## config.mk

```make
export PLATFORM = sky130hd
export DESIGN_NAME = regfile_sb
export DESIGN_NICKNAME = d
export VERILOG_FILES = /design/src/rtl/regfile_sb.sv
export SDC_FILE = /design/constraint.sdc
export NUM_CORES = 1
export LEC_CHECK = 0
export BUFFER_PORTS_ARGS = -buffer_cell sky130_fd_sc_hd__buf_4
export CORE_UTILIZATION = 63
export CTS_CLUSTER_SIZE = 28
export DETAILED_ROUTE_END_ITERATION = 12
export GPL_TIMING_DRIVEN = 0
export HOLD_SLACK_MARGIN = 0.1
export PLACE_DENSITY = 0.84
export SETUP_SLACK_MARGIN = 0.1
export SLEW_MARGIN = 20
export SYNTH_ARGS = -nofsm -noshare
export SYNTH_HDL_FRONTEND = slang
export SYNTH_SLANG_ARGS = --single-unit
```

## constraint.sdc

```tcl
create_clock -name clk -period 5.8 [get_ports clk]
set_input_delay 0 -clock clk [delete_from_list [all_inputs] [get_ports clk]]
set_output_delay 0 -clock clk [all_outputs]
set_load 0.005 [all_outputs]
```

## src/rtl/regfile_sb.sv

```systemverilog
// Register file with a per-register busy scoreboard for the issue stage.
// Two combinational read ports, one writeback port, optional writeback bypass.
module regfile_sb #(
  parameter int XLEN   = 4,
  parameter int NREG   = 8,
  parameter int AW     = 3,
  parameter int BYPASS = 1
) (
  input  logic            clk,
  input  logic            rst,
  input  logic [AW-1:0]   rs1_addr,
  input  logic [AW-1:0]   rs2_addr,
  output logic [XLEN-1:0] rs1_data,
  output logic [XLEN-1:0] rs2_data,
  output logic            rs1_busy,
  output logic            rs2_busy,
  input  logic            iss_valid,
  input  logic [AW-1:0]   iss_rd,
  output logic            iss_ready,
  input  logic            wb_we,
  input  logic [AW-1:0]   wb_addr,
  input  logic [XLEN-1:0] wb_data,
  output logic [AW:0]     busy_cnt
);

  logic [XLEN-1:0] regs [NREG];
  logic [NREG-1:0] busy;
  logic            wb_live;
  logic            accept;
  logic            set_new;
  logic            clr_old;
  logic [AW:0]     busy_cnt_nxt;

  // Address 0 is hardwired zero and never busy, so writes to it are dropped here.
  assign wb_live = wb_we && (wb_addr != '0);

  always_comb begin
    rs1_data = '0;
    rs1_busy = 1'b0;
    if (rs1_addr != '0) begin
      if ((BYPASS != 0) && wb_we && (wb_addr == rs1_addr)) begin
        rs1_data = wb_data;
      end else begin
        rs1_data = regs[rs1_addr];
        rs1_busy = busy[rs1_addr];
      end
    end
  end

  always_comb begin
    rs2_data = '0;
    rs2_busy = 1'b0;
    if (rs2_addr != '0) begin
      if ((BYPASS != 0) && wb_we && (wb_addr == rs2_addr)) begin
        rs2_data = wb_data;
      end else begin
        rs2_data = regs[rs2_addr];
        rs2_busy = busy[rs2_addr];
      end
    end
  end

  // A same-cycle writeback to the reserved register frees it for the new reservation.
  assign iss_ready = (iss_rd == '0) || !busy[iss_rd] || (wb_we && (wb_addr == iss_rd));
  assign accept    = iss_valid && iss_ready;
  assign set_new   = accept && (iss_rd != '0) && !busy[iss_rd];
  assign clr_old   = wb_live && busy[wb_addr] && !(accept && (iss_rd == wb_addr));

  always_comb begin
    busy_cnt_nxt = busy_cnt;
    if (set_new && !clr_old) begin
      busy_cnt_nxt = busy_cnt + (AW+1)'(1);
    end else if (clr_old && !set_new) begin
      busy_cnt_nxt = busy_cnt - (AW+1)'(1);
    end
  end

  // State update: a reservation issued on the same edge overrides the writeback clear.
  always_ff @(posedge clk) begin
    if (rst) begin
      for (int i = 0; i < NREG; i++) begin
        regs[i] <= '0;
      end
      busy     <= '0;
      busy_cnt <= '0;
    end else begin
      if (wb_live) begin
        regs[wb_addr] <= wb_data;
        busy[wb_addr] <= 1'b0;
      end
      if (accept && (iss_rd != '0)) begin
        busy[iss_rd] <= 1'b1;
      end
      busy_cnt <= busy_cnt_nxt;
    end
  end

endmodule
```

==> flow_summary.json <==
{
  "status": "finished, final reports clean",
  "syn_avg_cell_area_um2": 12.0,
  "ir_drop_uv": 181,
  "vias_per_cell": 6.22,
  "synthToLayoutAreaGrowth_pct": 16.9,
  "gr-usage-all-layers": 0.281,
  "io-pin-count": 35,
  "ys_types": 39,
  "grt_pass1_wl_um": 10300,
  "grt_max_degree": 14,
  "dr.pass1.iters": 4,
  "post-route-period-util": 0.513,
  "crit_type": "reg -> reg",
  "io_buffers": 28,
  "yosys_warnings": 0,
  "clock_latency_ps": 290,
  "die_h_um": 69.3,
  "num-nets-final": 309,
  "place_ws_ps": 2840,
  "cts_tree": "yes",
  "num_rows": 24,
  "clkTransAtPathRegs_ps": 80,
  "final_layout_size_suffix_gt1_frac": 0.269,
  "dpl-instance-area_um2": 3140,
  "layout_setup_ws_ps": 2830,
  "fin_area_um2": 3340,
  "crit_path_end_kind": "register",
  "synthSimpleGateAreaFrac": 0.161,
  "cp-start-kind": "register",
  "min-delay-start": "iss_valid",
  "core_area_um2": 4350,
  "worst_clock_skew_ps": 3.76,
  "dr.first_iter.drc_count": 128,
  "synth_xor_xnor_area_share": 0.0338,
  "r2r_cells": 11,
  "min_period_ps": 2970,
  "async_flop_share": 0,
  "multi_input_area_um2": 1510,
  "h-tree-depth": 2,
  "dieArea_um2": 4800,
  "drtAntennaViolNets": 0,
  "wl_per_cell_um": 19.0,
  "holdPathStages": 4,
  "required_ps": 5980,
  "start_util": 0.655,
  "slew_violations": 0,
  "drc_errors": 0,
  "cp_max_fo": 4,
  "yosys_register_bits": 44,
  "hp-class": "in -> reg",
  "fillers": 268,
  "cts_buffers": 5,
  "synth_fa_ha_area_frac": 0.0202,
  "timing.fmax_mhz": 336,
  "cts_resized": 0,
  "syn_area_um2": 2850,
  "worstPathArrival_ps": 3150,
  "crit_start": "busy[7]$_SDFF_PP0_",
  "cts_sinks": 44,
  "ff_latch_area_um2": 1200,
  "p_leak_nw": 1.27,
  "synth-compound-area-share": 0.0750,
  "syn_inst": 238,
  "tightest_slew_ps": 966,
  "antennaDiodeCount": 0,
  "place_congestion": 0.946,
  "ys_seq_area_frac": 0.421,
  "slew_headroom": 0.350,
  "regToRegStartpoint": "busy[7]$_SDFF_PP0_",
  "grt.overflow.total": 0,
  "postCtsSetupRepairBufs": 0,
  "synth_edf_count": 32,
  "cts.path.max_buffers": 2,
  "rsz0062_at_grt": "false",
  "holdBufCountCts": 9,
  "routed_wl_um": 6420,
  "drv_cap": 0,
  "ys.flop_type": "edfxtp_1",
  "finalSetupViolations": 0,
  "synth_top_family_by_area": "multiplexers",
  "power_density_nw_per_um2": 235,
  "antenna_found_initial": 0,
  "grt_pass1_vias": 1981,
  "vias": 2104,
  "yosys-mux-area-fraction": 0.234,
  "die_x_um": 69.3,
  "finalHoldViolCount": 0,
  "finalSetupTns_ps": 0,
  "dp_hpwl_um": 4720,
  "cts_root_buffer": "clkbuf_8",
  "fin_total_pwr_w": 0.000784
}
[layer usage]
metal / GRT usage / up-vias / share of wire
li1: - / 985 / -
met1: 0.414 / 1034 / 0.44
met2: 0.448 / 74 / 0.50
met3: 0.0320 / 11 / 0.045
met4: 0.0748 / 0 / 0.017
met5: 0 / - / 0
[cell families after synthesis]
logic type,Yosys count
simple gates,81
flops,44
mux,39
compound gates,31
buf+inv,27
xor+xnor,11
fa+ha+maj,4
other cells,1
[registers in the layout (all words and copies together) (netlist names)]
register  flops
busy_cnt      4
regs         32
busy          8
[metrics by stage]
step / instances / hold slack, ps / utilization
2_1_floorplan: 241 / 132 / -
3_3_place_gp: 321 / 277 / 0.721
3_5_place_dp: 321 / 278 / 0.721
4_1_cts: 338 / 177 / 0.766
5_1_grt: 338 / 205 / 0.766
6_report: 338 / 193 / 0.766
[worst max-delay path, stage by stage (launching register included)]
cell,delay [ps]
dfxtp_1,420
clkinv_1,110
mux4_2,530
mux2i_1,220
nor3b_1,80
ha_1,240
inv_1,130
ha_1,290
a21oi_1,180
a211oi_1,90
a31oi_1,230
mux2_1,350
[where the power goes]
part / internal, W / switching [W] / leakage (nW) / total (W)
logic: 0.0000947 / 0.0000841 / 0.812 / 0.000179
clock network: 0.000129 / 0.0000984 / 0.0524 / 0.000227
registers: 0.000361 / 0.0000165 / 0.408 / 0.000378
[final cells by class]
| cell class | instances | share of cell area |
|---|---|---|
| clock inverter | 1 | 0.00900 |
| sequential | 44 | 0.360 |
| buffer | 15 | 0.0326 |
| multi-input combinational | 170 | 0.453 |
| tap | 52 | 0.0195 |
| inverter | 12 | 0.0135 |
| clock buffer | 7 | 0.0229 |
| timing repair buffer | 37 | 0.0900 |
[final timing paths]
check / end / slack [ps]
max: busy_cnt[3]$_SDFFE_PP0P_ / 2830
min: busy[3]$_SDFF_PP0_ / 190
max reg2reg: busy_cnt[3]$_SDFFE_PP0P_ / 2830
min reg2reg: busy[0]$_SDFF_PP0_ / 520
[cells in the mapped netlist, drive strengths merged (2+ instances only)]
| cell | instances | area (um^2) |
|---|---|---|
| a211oi | 10 | 75.1 |
| a21oi | 4 | 20.0 |
| and2 | 28 | 175 |
| buf | 12 | 97.6 |
| clkbuf | 3 | 11.3 |
| dfxtp | 12 | 240 |
| edfxtp | 32 | 961 |
| ha | 3 | 37.5 |
| inv | 11 | 41.3 |
| mux2 | 2 | 22.5 |
| mux2i | 15 | 150 |
| mux4 | 22 | 495 |
| nand2 | 4 | 15.0 |
| nand2b | 5 | 31.3 |
| nand3 | 3 | 15.0 |
| nand4 | 2 | 25.0 |
| nor2 | 19 | 71.3 |
| nor2b | 3 | 18.8 |
| nor3 | 11 | 60.1 |
| o21ai | 7 | 38.8 |
| o22ai | 6 | 37.5 |
| or3 | 3 | 20.0 |
| xnor2 | 8 | 70.1 |
| xor2 | 3 | 26.3 |
[cells in the final DEF, fill, tap and decap left out, types with 2 or more instances in the layout]
cell / instances
edfxtp_1: 32
and2_1: 28
buf_4: 28
mux4_2: 22
nor2_1: 19
mux2i_1: 15
dfxtp_1: 12
inv_1: 11
nor3_1: 10
a211oi_1: 10
dlygate4sd3_1: 9
xnor2_1: 8
buf_6: 6
buf_2: 6
o21ai_0: 6
o22ai_1: 6
clkbuf_1: 5
nand2b_1: 5
clkbuf_8: 5
a21oi_1: 4
nand2_1: 4
conb_1: 4
xor2_1: 3
nand3_1: 3
nor2b_1: 3
ha_1: 3
nand4_2: 2
or3_1: 2
(Power assumes the default switching activity.)
